### config.mk
export PLATFORM = sky130hd
export DESIGN_NAME = pong_game_ctrl
export DESIGN_NICKNAME = d
export VERILOG_FILES = /design/src/rtl/pong_pkg.sv /design/src/rtl/pong_game_ctrl_move_tick_gen.sv /design/src/rtl/pong_game_ctrl.sv
export SDC_FILE = /design/constraint.sdc
export NUM_CORES = 1
export LEC_CHECK = 0
export BUFFER_PORTS_ARGS = -buffer_cell sky130_fd_sc_hd__buf_2
export CAP_MARGIN = 20
export CORE_MARGIN = 4
export CORE_UTILIZATION = 64
export CTS_BUF_LIST = sky130_fd_sc_hd__clkbuf_4 sky130_fd_sc_hd__clkbuf_8
export CTS_CLUSTER_DIAMETER = 200
export CTS_CLUSTER_SIZE = 14
export DETAILED_ROUTE_END_ITERATION = 10
export PLACE_DENSITY = 0.94
export SETUP_SLACK_MARGIN = 0.02
export SLEW_MARGIN = 20
export SYNTH_ARGS = -nofsm -noshare
export SYNTH_HDL_FRONTEND = slang
export SYNTH_SLANG_ARGS = --single-unit
### constraint.sdc
create_clock -name clk -period 4.82 [get_ports clk]
set_input_delay 0.964 -clock clk [delete_from_list [all_inputs] [get_ports clk]]
set_output_delay 0.964 -clock clk [all_outputs]
set_load 0.01 [all_outputs]
### src/rtl/pong_pkg.sv
// Shared types, defaults and helpers for the Pong match controller.
package pong_pkg;

  typedef enum logic [2:0] {
    IDLE,
    SERVE,
    RALLY,
    POINT,
    OVER
  } game_state_t;

  localparam int ACTIVE_COLS_DEF = 640;
  localparam int SIDE_LEN_DEF    = 16;

  // Bits needed to hold a score from 0 up to and including the winning score.
  function automatic int score_width(input int win_score);
    return $clog2(win_score + 1);
  endfunction

endpackage

### src/rtl/pong_game_ctrl_move_tick_gen.sv
// Programmable-period strobe generator that paces the ball's one-pixel steps.
module move_tick_gen
  import pong_pkg::*;
#(
  parameter int PERIOD_W = 23
) (
  input  logic                clk,
  input  logic                rst,
  input  logic                enable,
  input  logic                clear,
  input  logic [PERIOD_W-1:0] period,
  output logic                tick
);

  logic [PERIOD_W-1:0] count;

  // The >= compare lets a period that shrinks mid-count fire on the next edge
  // instead of wrapping the counter and missing the new, shorter deadline.
  always_ff @(posedge clk or posedge rst) begin
    if (rst) begin
      count <= '0;
      tick  <= 1'b0;
    end else if (clear) begin
      count <= '0;
      tick  <= 1'b0;
    end else if (enable) begin
      if (count >= period - 1'b1) begin
        count <= '0;
        tick  <= 1'b1;
      end else begin
        count <= count + 1'b1;
        tick  <= 1'b0;
      end
    end else begin
      tick <= 1'b0;
    end
  end

endmodule

### src/rtl/pong_game_ctrl.sv
// Match controller: serve/rally/point/game-over sequencing, scoring and ball speed-up.
module pong_game_ctrl
  import pong_pkg::*;
#(
  parameter int ACTIVE_COLS        = ACTIVE_COLS_DEF,
  parameter int SIDE_LEN           = SIDE_LEN_DEF,
  parameter int CLKS_PER_MOVE_INIT = 5_000_000,
  parameter int CLKS_PER_MOVE_MIN  = 1_000_000,
  parameter int SPEEDUP_STEP       = 500_000,
  parameter int HITS_PER_SPEEDUP   = 4,
  parameter int SERVE_DELAY        = 50_000_000,
  parameter int WIN_SCORE          = 7
) (
  input  logic                              clk,
  input  logic                              rst,
  input  logic                              start,
  input  logic [$clog2(ACTIVE_COLS)-1:0]    ball_x,
  input  logic                              paddle_hit,
  output logic                              move_tick,
  output logic                              ball_recenter,
  output logic                              serve_left,
  output logic [score_width(WIN_SCORE)-1:0] score1,
  output logic [score_width(WIN_SCORE)-1:0] score2,
  output logic                              game_over,
  output logic                              winner
);

  localparam int X_W        = $clog2(ACTIVE_COLS);
  localparam int SCORE_W    = score_width(WIN_SCORE);
  localparam int PERIOD_MAX = (CLKS_PER_MOVE_INIT > CLKS_PER_MOVE_MIN + SPEEDUP_STEP) ?
                              CLKS_PER_MOVE_INIT : CLKS_PER_MOVE_MIN + SPEEDUP_STEP;
  localparam int PERIOD_W   = $clog2(PERIOD_MAX + 1);
  localparam int HIT_W      = $clog2(HITS_PER_SPEEDUP + 1);
  localparam int SERVE_W    = $clog2(SERVE_DELAY + 1);

  localparam logic [X_W-1:0]      RIGHT_EDGE    = X_W'(ACTIVE_COLS - SIDE_LEN);
  localparam logic [SCORE_W-1:0]  WIN_V         = SCORE_W'(WIN_SCORE);
  localparam logic [PERIOD_W-1:0] PERIOD_INIT   = PERIOD_W'(CLKS_PER_MOVE_INIT);
  localparam logic [PERIOD_W-1:0] PERIOD_MIN    = PERIOD_W'(CLKS_PER_MOVE_MIN);
  localparam logic [PERIOD_W-1:0] PERIOD_STEP   = PERIOD_W'(SPEEDUP_STEP);
  localparam logic [PERIOD_W-1:0] SPEEDUP_LIMIT = PERIOD_W'(CLKS_PER_MOVE_MIN + SPEEDUP_STEP);
  localparam logic [HIT_W-1:0]    HIT_LAST      = HIT_W'(HITS_PER_SPEEDUP - 1);
  localparam logic [SERVE_W-1:0]  SERVE_LAST    = SERVE_W'(SERVE_DELAY - 1);

  game_state_t         state;
  logic [PERIOD_W-1:0] move_period;
  logic [HIT_W-1:0]    hit_count;
  logic [SERVE_W-1:0]  serve_cnt;

  logic miss_left, miss_right, point_won, serve_entry, tick_enable;

  assign miss_left   = (state == RALLY) && (ball_x == '0);
  assign miss_right  = (state == RALLY) && (ball_x >= RIGHT_EDGE);
  // serve_left doubles as "player 2 took the last point" while in POINT
  assign point_won   = serve_left ? (score2 == WIN_V) : (score1 == WIN_V);
  assign serve_entry = (((state == IDLE) || (state == OVER)) && start) ||
                       ((state == POINT) && !point_won);
  assign tick_enable = (state == RALLY) && !(miss_left || miss_right);

  move_tick_gen #(
    .PERIOD_W(PERIOD_W)
  ) u_move_tick_gen (
    .clk   (clk),
    .rst   (rst),
    .enable(tick_enable),
    .clear (serve_entry),
    .period(move_period),
    .tick  (move_tick)
  );

  always_ff @(posedge clk or posedge rst) begin
    if (rst) begin
      state         <= IDLE;
      ball_recenter <= 1'b1;
      serve_left    <= 1'b0;
      score1        <= '0;
      score2        <= '0;
      game_over     <= 1'b0;
      winner        <= 1'b0;
      move_period   <= PERIOD_INIT;
      hit_count     <= '0;
      serve_cnt     <= '0;
    end else begin
      if (serve_entry) begin
        state         <= SERVE;
        serve_cnt     <= '0;
        move_period   <= PERIOD_INIT;
        hit_count     <= '0;
        ball_recenter <= 1'b1;
        game_over     <= 1'b0;
      end
      case (state)
        IDLE: begin
          score1     <= '0;
          score2     <= '0;
          serve_left <= 1'b0;
        end
        SERVE: begin
          if (serve_cnt == SERVE_LAST) begin
            state         <= RALLY;
            ball_recenter <= 1'b0;
          end else begin
            serve_cnt <= serve_cnt + 1'b1;
          end
        end
        RALLY: begin
          if (miss_left) begin
            score2        <= score2 + 1'b1;
            serve_left    <= 1'b1;
            state         <= POINT;
            ball_recenter <= 1'b1;
          end else if (miss_right) begin
            score1        <= score1 + 1'b1;
            serve_left    <= 1'b0;
            state         <= POINT;
            ball_recenter <= 1'b1;
          end else if (paddle_hit) begin
            if (hit_count == HIT_LAST) begin
              hit_count   <= '0;
              move_period <= (move_period >= SPEEDUP_LIMIT) ? move_period - PERIOD_STEP
                                                            : PERIOD_MIN;
            end else begin
              hit_count <= hit_count + 1'b1;
            end
          end
        end
        POINT: begin
          if (point_won) begin
            state     <= OVER;
            game_over <= 1'b1;
            winner    <= serve_left;
          end
        end
        OVER: begin
          if (start) begin
            score1     <= '0;
            score2     <= '0;
            serve_left <= 1'b0;
          end
        end
        default: begin
          state         <= IDLE;
          ball_recenter <= 1'b1;
        end
      endcase
    end
  end

endmodule

Yosys cells after proc, flatten, opt, wreduce, memory -nomap -nowiden:

Cells that the tools add are included.

* register bits: 89
* bits of input ports: 14
* output and inout port bits: 11
* word-level logic and storage cells: 102

* $add $sub $neg: 7
* order comparisons: 3
* equality and inequality tests: 13
* mux-type cells: 47
* reduce and logical (&&, ||, !) cells: 20

Operator list (number)
* two-way mux 23 bit: 10
* two-way mux 26 bit: 3
* two-way mux 3 bit: 15
* adder 26 x 1 -> 26 bit, second input constant: 1
* == test 26 bit, second input constant: 1
* adder 23 x 1 -> 23 bit, second input constant: 1
* >= comparator 23 x 21 -> 1 bit, second input constant: 1
* >= comparator 23 bit: 1
* subtractor 23 x 1 -> 23 bit, second input constant: 1
* subtractor 23 x 19 -> 23 bit, second input constant: 1
* case mux 3 bit (3 select lines): 2
* two-way mux 1 bit: 14
* case mux 3 bit (4 select lines): 1
* >= comparator 10 bit, second input constant: 1
* zero test 10 bit: 1
* adder 3 x 1 -> 3 bit, second input constant: 3
* == test 3 x 2 -> 1 bit, second input constant: 3
* == test 3 bit, second input constant: 3
* inequality test 2 bit, second input constant: 4
* case mux 1 bit (3 select lines): 2
* AND reduction 3 bit: 2
* logical AND 1 bit: 5
* AND reduction 4 bit: 1
* == test 3 x 1 -> 1 bit, second input constant: 1
* other kinds (9): 12

Longest topological paths before layout:

Gate-level depths: netlist of the first run.

* depth after elaboration: 11
* mapped depth: 18
* gate-level depth less buffers: 17

By module:

Synthesis of the first run repeated with hierarchy kept, for this count alone.

* cell total of the unflattened synthesis: 636
* area, all modules: 5836.8 um2

By module, submodules not included
* pong_game_ctrl: times used 1, cells each 367, area each 3563.4 um2, seq. area each 1637.8 um2
* move_tick_gen: times used 1, cells each 269, area each 2273.4 um2, seq. area each 600.6 um2

Worst setup path before layout of the first run:

Ideal clock, no wire load.

* path type: flip-flop to flip-flop
* start: register move_period[0]
* end: register u_move_tick_gen.count[8]
* library setup time: 0.131 ns
* arrival: 4.100 ns
* data required time: 4.689 ns
* path slack: 0.589 ns
* stages on the path, launching flop included: 19
* path buffers: 1
* clock period less this slack: 4.231 ns
* cell sequence: dfrtp_1 -> inv_1 -> ha_1 -> or4b_4 -> or2_4 -> nor3_4 -> nand2_2 -> or3_4 -> nor4_2 -> xnor2_1 -> ha_1 -> and4_1 -> and3_1 -> nand2_1 -> a2111oi_1 -> nor4_4 -> clkbuf_1 -> a31oi_1 -> o31ai_1

* cells in the longest elaborated chain, start to end: 5

RTL lines
* from (decl): line pong_game_ctrl.sv:46 `logic [PERIOD_W-1:0] move_period;`
* from (signal assigned): line pong_game_ctrl.sv:120 `move_period <= (move_period >= SPEEDUP_LIMIT) ? move_period - PERIOD_STEP`
* subtractor 23 x 1 -> 23 bit: line pong_game_ctrl_move_tick_gen.sv:27 `if (count >= period - 1'b1) begin`
* >= comparator 23 bit: line pong_game_ctrl_move_tick_gen.sv:27
* two-way mux 23 bit: line pong_game_ctrl_move_tick_gen.sv:27
* two-way mux 23 bit: line pong_game_ctrl_move_tick_gen.sv:26 `end else if (enable) begin`
* two-way mux 23 bit: line pong_game_ctrl_move_tick_gen.sv:23 `end else if (clear) begin`
* to (signal assigned): line pong_game_ctrl_move_tick_gen.sv:31 `count <= count + 1'b1;`
* to (decl): line pong_game_ctrl_move_tick_gen.sv:15 `logic [PERIOD_W-1:0] count;`

Every way passes these cells. The select of a mux whose other input is x is not followed.
A chain may end at the register's enable or synchronous reset.

Worst setup path after layout of the first run:

* start: register move_period[0]
* end: register u_move_tick_gen.count[5]

The elaborated chain is that of the path after synthesis.

==> qor.txt, run 1 <==
Main combinational cell family by area after synthesis: simple AND/OR/NAND/NOR gates
Dpl ws: -0.433 ns
P_sw: 0.302 mW
Sequential share of power: 55.2%
First-pass GRT wire length: 23.3 mm
Multi-input logic area: 0.00316 mm^2
Cell Area, Synth: 0.00555 mm^2
Max Cap Viol: 0
Nets: 701
Achievable Freq: 214 MHz
Top cell type's share of synthesized area: 36.1%
Number of synthesized flops with an enable pin: 0
Worst-Margin Slew: 1.10 ns
I/O pin count: 25
Placer Congestion: 0.894
Core Util, Final: 73.1%
Most common cell in the netlist: dfrtp_1
Clock network fraction of total power: 42.3%
Drt drc: 0
Synthesized Nets: 677
Crit path DAT: 4.89 ns
Clk_lat worst skew: 0.36 ns
Synth area leader: dfrtp_1
Clk root buf: clkbuf_8
Final Hold Viols: 0
CTS buffer count: 9
Antenna viol nets, final: 0
DR vias: 5273
Period utilisation layout: 96.9%
Mux cell area share after synthesis: 2.19%
Hold crit path type: register to register
PortBufs: 24
Die height: 101 um
Max stage delay on crit path: 0.50 ns
Synth Area in XOR/XNOR: 4.73%
Layout cell share with drive strength beyond 1: 13.9%
Die width: 101 um
Leak: 2.73 nW
WL/cell: 19.3 um
Worst Path Buf+Inv: 4
Max_slew headroom: 26.4%
CORE AREA: 0.00834 mm^2
Crit-path max FO: 5
Clk slew on worst S/H paths: 0.09 ns
Synth cell count leaders: 80 x dfrtp_1, 69 x nand2_1, 60 x nor2_1
H-tree levels: 3
Switch share: 22.1%
Syn_area_per_cell: 8.79 um^2
DR iter-0 viols: 656
Longest Clk Path Bufs: 2
Sequential-to-total area share from yosys stat: 40.3%
Initial Utilization: 66.6%
Layout filler cell count: 506
#FFs+latches synth: 89
Total Power: 1.36 mW
Vias in the first global route: 4960
Post-Synth Simple-Gate Area: 26.3%
Post-synth cell types: 70
Largest net degree at the start of global routing: 57
Clk sinks: 89
WP data required: 5.03 ns
Fin crit period: 4.67 ns
CTS tree: done
Number of diodes: 0
Worst Setup End Kind: register
Final max-slew violation count: 0
Slowest CP cell: or4b_4
Worst-path cell chain: inv_1 -> ha_1 -> or4b_4 -> or2_4 -> nor3_4 -> nand2_2 -> or3_4 -> nor3b_2 -> xnor2_1 -> ha_1 -> and3_1 -> and3_1 -> nand2_1 -> a2111oi_2 -> buf_4 -> nor4_4 -> buf_4 -> buf_4 -> a31oi_2 -> a31oi_1
Post-Synthesis Cells: 632
Primary FF master, synth: dfrtp_1
Row count: 33
Top Family by Delay on Critical Path: simple AND/OR/NAND/NOR gates
Power share of the combinational group: 2.5%
CP most frequent cell: buf_4
Hpwl dp: 9.40 mm
PnR worst setup slack: 0.147 ns
DRT Pass-1 Iters: 6
Internal: 1.06 mW
FFs w/ async S/R, synth: 100%
Adder-Cell Fraction of Synth Area: 6.99%
Total track usage: 28.2%
Final setup viols: 0
Die ar.: 0.0102 mm^2
Initial antenna violation count: 0
Startpoint Class: register
Remaining Overflow, GRT: 0
Routed WL: 14.8 mm
Skew final: 0.0101 ns
Outcome: completed
Compound-cell area share of the yosys netlist: 15.9%
Maximum vdd drop: 0.000201 V
Worst Path Class, Setup: register to register
Ranking of synthesized cells by area: dfrtp_1 36%, ha_1 7.0%, nand2_1 4.7%
Pwr/cell area: 224 mW/mm^2
Area grow syn2layout: 9.82%
FF/Latch Area: 0.00224 mm^2
Total of warnings raised by yosys: 0
Vias/cell: 6.88
metrics by stage:
stage          std cells  hold WS, ns  TNS [ns]  cell area [um^2]
2_1_floorplan        632        0.449         0              5550
3_3_place_gp         742        0.469     -2.01              5770
3_5_place_dp         742        0.481     -4.22              5770
4_1_cts              764        0.498         0              6050
5_1_grt              766        0.526    -0.320              6100
6_report             766        0.498         0              6100
cell type report:
type,instances,share of cell area [%]
well taps,105,2.15
clock buffers,11,2.28
multi-input cells,491,51.9
repair buffers,40,4.14
inverters,25,1.56
flip-flops and latches,89,36.7
clock inverters,5,1.29
state kept, by name, summed over array words and instances, names as in the netlist:
register and cells:
score2 3, move_period 23, state 3, serve_cnt 26, winner 1, game_over 1
serve_left 1, hit_count 3, ball_recenter 1, u_move_tick_gen.tick 1, score1 3, u_move_tick_gen.count 23
power by group through the flow:
stage	clock network [mW]	logic [mW]	registers [mW]
floorplan	0	0.0228	0.764
global placement	0	0.0323	0.767
detailed placement	0	0.0337	0.767
CTS	0.573	0.0341	0.752
global route	0.609	0.0393	0.753
finish	0.577	0.0344	0.752
kinds of logic after synthesis:
group | after synthesis
adders and majority gates | 31
muxes | 12
and+or+nand+nor | 279
DFF | 89
xor gates and xnor gates | 30
AOI/OAI and AO/OA | 138
buffers and inverters | 53
cells in the final DEF, fill, tap and decap left out, types with 15 or more instances in the layout:
cell type,count
a21oi_1,27
a31oi_1,15
buf_2,24
buf_4,15
dfrtp_1,80
ha_1,31
inv_1,24
nand2_1,68
nand3_1,40
nand4_1,20
nor2_1,60
o21ai_0,34
xnor2_1,20
worst paths after layout:
path                       depth (start not counted)                       end            from  slack [ns]
setup reg to reg                                  20  u_move_tick_gen.count[5]  move_period[0]        0.15
hold / removal                                     1             serve_cnt[22]   serve_cnt[22]        0.50
setup / recovery                                  20  u_move_tick_gen.count[5]  move_period[0]        0.15
max in group asynchronous                          3           move_period[18]             rst        3.02
hold reg to reg                                    1             serve_cnt[22]   serve_cnt[22]        0.50
min in group asynchronous                          2  u_move_tick_gen.count[6]             rst        0.78
repair_timing:
| item | 4_1_cts | 5_1_grt |
|---|---|---|
| hold buffers | 0 | 0 |
| pin swaps | 1 | 2 |
| endpoints found under the setup margin | 19 | 16 |
| resized for setup | 1 | 5 |
| gates cloned | 1 | 0 |
| buffers inserted | 5 | 2 |
per-layer routing:
metal	vias to the layer above	GRT usage, %	routed length (um)
met1	2519	37.1	5780
met5	-	0	0
met3	73	4.68	1250
met2	333	46.7	7080
li1	2348	-	-
met4	0	11.6	641
Note: power is estimated with default switching activity, not from simulation.
==> inputs of run 2 (changes only) <==
- CORE_UTILIZATION: 64 -> 40
- CTS_BUF_LIST: sky130_fd_sc_hd__clkbuf_4 sky130_fd_sc_hd__clkbuf_8 -> unset
- CTS_CLUSTER_DIAMETER: 200 -> 150
- PLACE_DENSITY: 0.94 -> 0.68
==> run 2 against run 1 <==
  * Non-clock buffer count shrank 10
  * Largest power group unchanged
  * Clock skew shrank 0.0044 ns
  * Critical path type unchanged
  * Hold slack lost 0.0059 ns
  * Wire length shrank 14%
  * Largest cell class unchanged
==> qor.txt, run 2 (synthesis results as in run 1) <==
Reg-to-reg startpoint: move_period[0] (unchanged)
Clk root buf: clkbuf_16 (was clkbuf_8)
Top Registers: serve_cnt x26, move_period x23, u_move_tick_gen.count x23 (unchanged)
Max_slew headroom: 34.3% (was 26.4%)
Longest Clk Path Bufs: 2 (unchanged)
Power share of the combinational group: 2.2% (was 2.5%)
Die width: 126 um (was 101 um)
Slowest CP cell: or4b_4 (unchanged)
Placed cells: 810 (was 742)
Worst Min Path Start: serve_cnt[15] (was serve_cnt[22])
Clock network fraction of total power: 48.0% (was 42.3%)
Vias in the first global route: 4646 (was 4960)
Remaining Overflow, GRT: 0 (unchanged)
Area grow syn2layout: 10.7% (was 9.82%)
Max FFs per register: 26 (unchanged)
Worst-Margin Slew: 0.982 ns (was 1.10 ns)
Switch share: 22.9% (was 22.1%)
Nets: 690 (was 701)
Max Cap Viol: 0 (unchanged)
Final Hold Viols: 0 (unchanged)
Startpoint Class: register (unchanged)
Hold_buf cts: 0 (unchanged)
Met1 usage: 21.7% (was 37.1%)
Setup bufs post-CTS: 0 (was 5)
Clk sinks: 89 (unchanged)
Most flops, register: serve_cnt (unchanged)
Max stage delay on crit path: 0.49 ns (was 0.50 ns)
Pwr/cell area: 246 mW/mm^2 (was 224 mW/mm^2)
Total track usage: 16.6% (was 28.2%)
Outcome: completed (unchanged)
CTS tree: done (unchanged)
I/O pin count: 25 (unchanged)
R2R depth: 18 (was 20)
Worst Setup End Kind: register (unchanged)
Achievable Freq: 225 MHz (was 214 MHz)
Maximum vdd drop: 0.000204 V (was 0.000201 V)
Crit-path max FO: 26 (was 5)
Die height: 126 um (was 101 um)
R2r endpoint: u_move_tick_gen.count[20] (was u_move_tick_gen.count[5])
Worst-path cell chain: inv_1 -> ha_1 -> or4b_4 -> or2_4 -> nor3_4 -> nand2_2 -> or3_4 -> nor3b_2 -> xnor2_1 -> ha_1 -> and3_1 -> and3_1 -> a221oi_1 -> o21ai_1 -> nor4_4 -> buf_4 -> a41oi_1 -> a31oi_1 (was inv_1 -> ha_1 -> or4b_4 -> or2_4 -> nor3_4 -> nand2_2 -> or3_4 -> nor3b_2 -> xnor2_1 -> ha_1 -> and3_1 -> and3_1 -> nand2_1 -> a2111oi_2 -> buf_4 -> nor4_4 -> buf_4 -> buf_4 -> a31oi_2 -> a31oi_1)
CORE AREA: 0.0134 mm^2 (was 0.00834 mm^2)
Clk slew on worst S/H paths: 0.07 ns (was 0.09 ns)
Number of diodes: 0 (unchanged)
Unrepaired setup endpoints after global routing: false
Leak: 2.70 nW (was 2.73 nW)
Placer Congestion: 0.828 (was 0.894)
Fin crit period: 4.45 ns (was 4.67 ns)
WP data required: 5.09 ns (was 5.03 ns)
Met3 Resource Use GR: 3.43% (was 4.68%)
Routed WL: 12.7 mm (was 14.8 mm)
PortBufs: 24 (unchanged)
Hpwl dp: 9.12 mm (was 9.40 mm)
H-tree levels: 3 (unchanged)
Final max-slew violation count: 0 (unchanged)
WL/cell: 15.4 um (was 19.3 um)
Worst hold stages: 1 (unchanged)
Worst Path Buf+Inv: 2 (was 4)
Most common cell after layout, fill and taps aside: dfrtp_1 (unchanged)
Final setup viols: 0 (unchanged)
Row count: 42 (was 33)
Setup TNS: 0 ns (unchanged)
Skew final: 0.00576 ns (was 0.0101 ns)
Most frequent cells in the layout: 80 x dfrtp_1, 69 x nand2_1, 59 x nor2_1 (was 80 x dfrtp_1, 68 x nand2_1, 60 x nor2_1)
CTS buffer count: 9 (unchanged)
Sequential share of power: 49.8% (was 55.2%)
Hold crit path type: register to register (unchanged)
Global routing's busiest layer: met2 (unchanged)
Hold Slack: 0.493 ns (was 0.498 ns)
Drt drc: 0 (unchanged)
Worst Hold Path EP: serve_cnt[15] (was serve_cnt[22])
Layout cell share with drive strength beyond 1: 12.0% (was 13.9%)
Die ar.: 0.0158 mm^2 (was 0.0102 mm^2)
Period utilisation layout: 92.4% (was 96.9%)
Fin cells: 826 (was 766)
Largest net degree at the start of global routing: 63 (was 57)
Internal: 1.17 mW (was 1.06 mW)
Top Family by Delay on Critical Path: simple AND/OR/NAND/NOR gates (unchanged)
Multi-input logic area: 0.00313 mm^2 (was 0.00316 mm^2)
P_sw: 0.346 mW (was 0.302 mW)
DR vias: 4699 (was 5273)
Initial Utilization: 41.4% (was 66.6%)
Antenna viol nets, final: 0 (unchanged)
First-pass GRT wire length: 22.0 mm (was 23.3 mm)
Crit path DAT: 4.72 ns (was 4.89 ns)
Clk_lat worst skew: 0.35 ns (was 0.36 ns)
R2R setup slack: 0.37 ns (was 0.15 ns)
Worst Path Class, Setup: register to register (unchanged)
Initial antenna violation count: 0 (unchanged)
Met2 Use GR: 27.5% (was 46.7%)
Layout filler cell count: 1285 (was 506)
DR iter-0 viols: 412 (was 656)
DRT Pass-1 Iters: 5 (was 6)
Vias/cell: 5.69 (was 6.88)
FF/Latch Area: 0.00224 mm^2 (unchanged)
[run 2: changes by cell type in the layout (fill, tap and decap cells not counted), moves of 2 or more]
cell       before  now
clkbuf_16       0    9
clkbuf_4        2    0
buf_4          15    6
clkbuf_8        9    0
clkinv_4        0    2
[run 2: area by class of cell]
| cell class | count | share of cell area, % |
|---|---|---|
| well taps | 176 | 3.58 |
| clock buffers | 9 | 3.66 |
| repair buffers | 30 | 2.69 |
| inverters | 25 | 1.57 |
| multi-input cells | 490 | 50.8 |
| clock inverters | 7 | 1.26 |
| flip-flops and latches | 89 | 36.4 |
[run 2: worst max-delay path by stage]
stage / from / end / slack [ns] / cells past startpoint
after floorplan: move_period[0] / u_move_tick_gen.count[8] / 0.59 / 18
after global placement: move_period[0] / u_move_tick_gen.count[15] / 0.57 / 19
after detailed placement: move_period[0] / u_move_tick_gen.count[8] / 0.45 / 17
after CTS: move_period[0] / u_move_tick_gen.count[20] / 0.37 / 18
after global routing: move_period[0] / u_move_tick_gen.count[11] / 0.02 / 17
final: move_period[0] / u_move_tick_gen.count[20] / 0.37 / 18
[run 2: through the flow]
stage | utilization [%] | setup slack, ns | instance area [um^2] | power, mW
floorplan | - | 0.589 | 5550 | 0.787
CTS | 45.8 | 0.367 | 6140 | 1.53
global route | 45.9 | 0.0236 | 6150 | 1.57
global placement | 43.6 | 0.570 | 5840 | 0.800
detailed placement | 43.6 | 0.454 | 5840 | 0.802
finish | 45.9 | 0.367 | 6150 | 1.51
[run 2: metal layers]
| metal | vias to the layer above | share of wire, % |
|---|---|---|
| met3 | 21 | 3.5 |
| li1 | 2309 | - |
| met2 | 91 | 48 |
| met5 | - | 0 |
| met1 | 2278 | 47 |
| met4 | 0 | 1.8 |
[run 2: worst reg2reg max path, stage by stage (launching register included)]
cell and delay, ns:
dfrtp_1 0.38, inv_1 0.11, ha_1 0.22, or4b_4 0.49, or2_4 0.28, nor3_4 0.18, nand2_2 0.08, or3_4 0.36
nor3b_2 0.20, xnor2_1 0.14, ha_1 0.25, and3_1 0.17, and3_1 0.19, a221oi_1 0.27, o21ai_1 0.18, nor4_4 0.19
buf_4 0.33, a41oi_1 0.15, a31oi_1 0.20
[run 2: what timing repair did]
| action | 4_1_cts | 5_1_grt |
|---|---|---|
| endpoints found under the setup margin | 0 | 5 |
| endpoints found under the hold margin | 0 | 0 |
| gates resized for setup | 0 | 2 |
[run 2: power by group through the flow]
stage	registers, mW	logic, mW	clock network, mW
after floorplan	0.764	0.0228	0
after global placement	0.767	0.0336	0
after detailed placement	0.767	0.0349	0
after CTS	0.753	0.0349	0.746
after global routing	0.753	0.0394	0.773
final	0.753	0.0337	0.726
==> inputs of run 3 (changes only) <==
- PLACE_DENSITY: 0.68 -> 0.7
- clock period: 4.82 -> 4.05 ns (I/O delays scaled with it)
==> run 3 against run 2 <==
  * The flow now finishes with violations (setup timing)
  * Clock power grew 9.9%
  * Power grew 15%
  * Final cell count grew 2.9%
  * Critical path depth grew 1
  * Core utilization grew 3.0 points
  * Count of clock-buffer cells in the layout grew 2
  * Sequential power grew 19%
  * Largest cell class unchanged
  * Highest routed layer unchanged
==> qor.txt, run 3 (synthesis results as in run 1) <==
Outcome: finished, violations left (was completed)
Failing checks: setup timing
Placed cell area: 0.00600 mm^2 (was 0.00584 mm^2)
Die width: 126 um (unchanged)
Clock network fraction of total power: 45.9% (was 48.0%)
CORE AREA: 0.0134 mm^2 (unchanged)
WL/cell: 15.5 um (was 15.4 um)
Vias/cell: 5.75 (was 5.69)
Fin crit period: 4.14 ns (was 4.45 ns)
Worst Path Class, Setup: register to register (unchanged)
Routed WL: 13.1 mm (was 12.7 mm)
DR vias: 4891 (was 4699)
Longest Clk Path Bufs: 2 (unchanged)
Achievable Freq: 241 MHz (was 225 MHz)
H-tree levels: 3 (unchanged)
Clk root buf: clkbuf_16 (unchanged)
Worst-path cell chain: inv_2 -> ha_4 -> or4b_4 -> or2_4 -> nor3_4 -> nand2_2 -> or3_4 -> nor4_4 -> xnor2_1 -> ha_1 -> and4_1 -> and3_4 -> a221oi_4 -> o21ai_2 -> nor4_4 -> buf_6 -> buf_6 -> nand2_4 -> o31ai_2 (was inv_1 -> ha_1 -> or4b_4 -> or2_4 -> nor3_4 -> nand2_2 -> or3_4 -> nor3b_2 -> xnor2_1 -> ha_1 -> and3_1 -> and3_1 -> a221oi_1 -> o21ai_1 -> nor4_4 -> buf_4 -> a41oi_1 -> a31oi_1)
Period utilisation layout: 102% (was 92.4%)
Final max-slew violation count: 0 (unchanged)
Worst Path Buf+Inv: 3 (was 2)
Number of diodes: 0 (unchanged)
Initial antenna violation count: 0 (unchanged)
Top Registers: serve_cnt x26, move_period x23, u_move_tick_gen.count x23 (unchanged)
Hpwl dp: 9.36 mm (was 9.12 mm)
Placer Congestion: 0.850 (was 0.828)
Clk slew on worst S/H paths: 0.07 ns (about the same)
Area grow syn2layout: 17.9% (was 10.7%)
Reg-to-reg startpoint: move_period[1] (was move_period[0])
PnR worst setup slack: -0.0943 ns (was 0.367 ns)
Vias in the first global route: 4739 (was 4646)
CTS buffer count: 9 (unchanged)
Die ar.: 0.0158 mm^2 (unchanged)
Internal: 1.34 mW (was 1.17 mW)
PortBufs: 24 (unchanged)
Max stage delay on crit path: 0.46 ns (was 0.49 ns)
Hold crit path type: register to register (unchanged)
Worst Setup End Kind: register (unchanged)
Final Cell Area: 0.00655 mm^2 (was 0.00615 mm^2)
DR iter-0 viols: 334 (was 412)
Switch share: 22.8% (was 22.9%)
Startpoint Class: register (unchanged)
Max_slew headroom: 34.3% (about the same)
Power share of the combinational group: 2.5% (was 2.2%)
Worst Min Path Start: serve_cnt[24] (was serve_cnt[15])
WP data required: 4.30 ns (was 5.09 ns)
Antenna viol nets, final: 0 (unchanged)
Remaining Overflow, GRT: 0 (unchanged)
Hold_buf cts: 0 (unchanged)
CTS tree: done (unchanged)
Initial Utilization: 41.4% (unchanged)
Max FFs per register: 26 (unchanged)
Clk sinks: 89 (unchanged)
Setup TNS: -0.728 ns (was 0 ns)
CP Depth: 19 (was 18)
Unrepaired setup endpoints after global routing: true (was false)
Total track usage: 16.5% (was 16.6%)
Most flops, register: serve_cnt (unchanged)
Slowest CP cell: or4b_4 (unchanged)
Final setup viols: 16 (was 0)
Worst-Margin Slew: 0.978 ns (was 0.982 ns)
Clk_lat worst skew: 0.35 ns (about the same)
Crit-path max FO: 5 (was 26)
R2R depth: 19 (was 18)
I/O pin count: 25 (unchanged)
Die height: 126 um (unchanged)
Skew final: 0.00563 ns (was 0.00576 ns)
Most frequent cells in the layout: 80 x dfrtp_1, 67 x nand2_1, 59 x nor2_1 (was 80 x dfrtp_1, 69 x nand2_1, 59 x nor2_1)
Drt drc: 0 (unchanged)
Critical Path Start: move_period[1] (was move_period[0])
Sequential share of power: 51.6% (was 49.8%)
Top Family by Delay on Critical Path: simple AND/OR/NAND/NOR gates (unchanged)
Core Util, Final: 48.9% (was 45.9%)
Total Power: 1.74 mW (was 1.51 mW)
Crit path DAT: 4.40 ns (was 4.72 ns)
P_sw: 0.396 mW (was 0.346 mW)
Nets: 714 (was 690)
Most common cell after layout, fill and taps aside: dfrtp_1 (unchanged)
Leak: 2.86 nW (was 2.70 nW)
First-pass GRT wire length: 22.1 mm (was 22.0 mm)
DRT Pass-1 Iters: 5 (unchanged)
Layout filler cell count: 1264 (was 1285)
Largest net degree at the start of global routing: 45 (was 63)
Worst hold stages: 1 (unchanged)
Pwr/cell area: 265 mW/mm^2 (was 246 mW/mm^2)
Row count: 42 (unchanged)
Final Hold Viols: 0 (unchanged)
Maximum vdd drop: 0.000241 V (was 0.000204 V)
Max Cap Viol: 0 (unchanged)
Layout cell share with drive strength beyond 1: 18.7% (was 12.0%)
run 3: cell types whose count changed in the layout (fill, tap and decap cells not counted), sizes merged, moves of 2 or more:
cell	before	now
clkinvlp	0	2
buf	30	53
clkinv	4	2
clkbuf	9	11
run 3: worst paths after layout:
| kind | slack, ns | to |
|---|---|---|
| worst max-delay path | -0.09 | u_move_tick_gen.count[11] |
| worst min-delay path | 0.50 | serve_cnt[24] |
| worst max register to register | -0.09 | u_move_tick_gen.count[11] |
| worst min register to register | 0.50 | serve_cnt[24] |
| max in group asynchronous | 2.68 | u_move_tick_gen.count[17] |
| min in group asynchronous | 0.57 | move_period[0] |
run 3: area by class of cell:
type                            instances  area, um^2  share of cell area, %
Multi-Input combinational cell        491        3340                   51.1
Sequential cell                        89        2240                   34.2
Timing Repair Buffer                   53         369                   5.64
Clock buffer                           11         243                   3.71
Tap cell                              176         220                   3.36
Inverter                               25        95.1                   1.45
Clock inverter                          5        37.5                  0.573
run 3: what timing repair did:
item | 4_1_cts | 5_1_grt
pin swaps | 2 | 19
cloned | 0 | 2
hold endpoints to repair | 0 | 0
setup endpoints to repair | 22 | 23
resized for setup | 8 | 33
setup buffers | 3 | 5
run 3: routing by layer:
metal | vias to the layer above | track usage [%] | share of wire (%)
met4 | 0 | 4.67 | 1.4
met1 | 2380 | 21.2 | 45
met3 | 15 | 4.36 | 4.7
li1 | 2372 | - | -
met5 | - | 0 | 0
met2 | 124 | 27.6 | 49
run 3: worst register-to-register path, cell delays in order (launching register included):
cell and delay (ns):
dfrtp_1 0.39, inv_2 0.09, ha_4 0.13, or4b_4 0.46, or2_4 0.26, nor3_4 0.19, nand2_2 0.07, or3_4 0.44
nor4_4 0.16, xnor2_1 0.15, ha_1 0.25, and4_1 0.17, and3_4 0.20, a221oi_4 0.24, o21ai_2 0.11, nor4_4 0.16
buf_6 0.17, buf_6 0.13, nand2_4 0.08, o31ai_2 0.22
run 3: per-stage QoR:
stage | hold slack (ns) | std cells | setup WS, ns
after floorplan | 0.449 | 632 | -0.0345
after global placement | 0.467 | 826 | -0.0388
after detailed placement | 0.485 | 826 | -0.160
after CTS | 0.499 | 844 | -0.126
after global routing | 0.518 | 850 | -0.307
final | 0.498 | 850 | -0.0943
run 3: power groups by stage:
| stage | clock network (mW) | logic [mW] | registers (mW) |
|---|---|---|---|
| after global placement | 0 | 0.0407 | 0.913 |
| after floorplan | 0 | 0.0273 | 0.909 |
| final | 0.798 | 0.0430 | 0.897 |
| after detailed placement | 0 | 0.0427 | 0.913 |
| after CTS | 0.822 | 0.0431 | 0.896 |
| after global routing | 0.859 | 0.0498 | 0.896 |
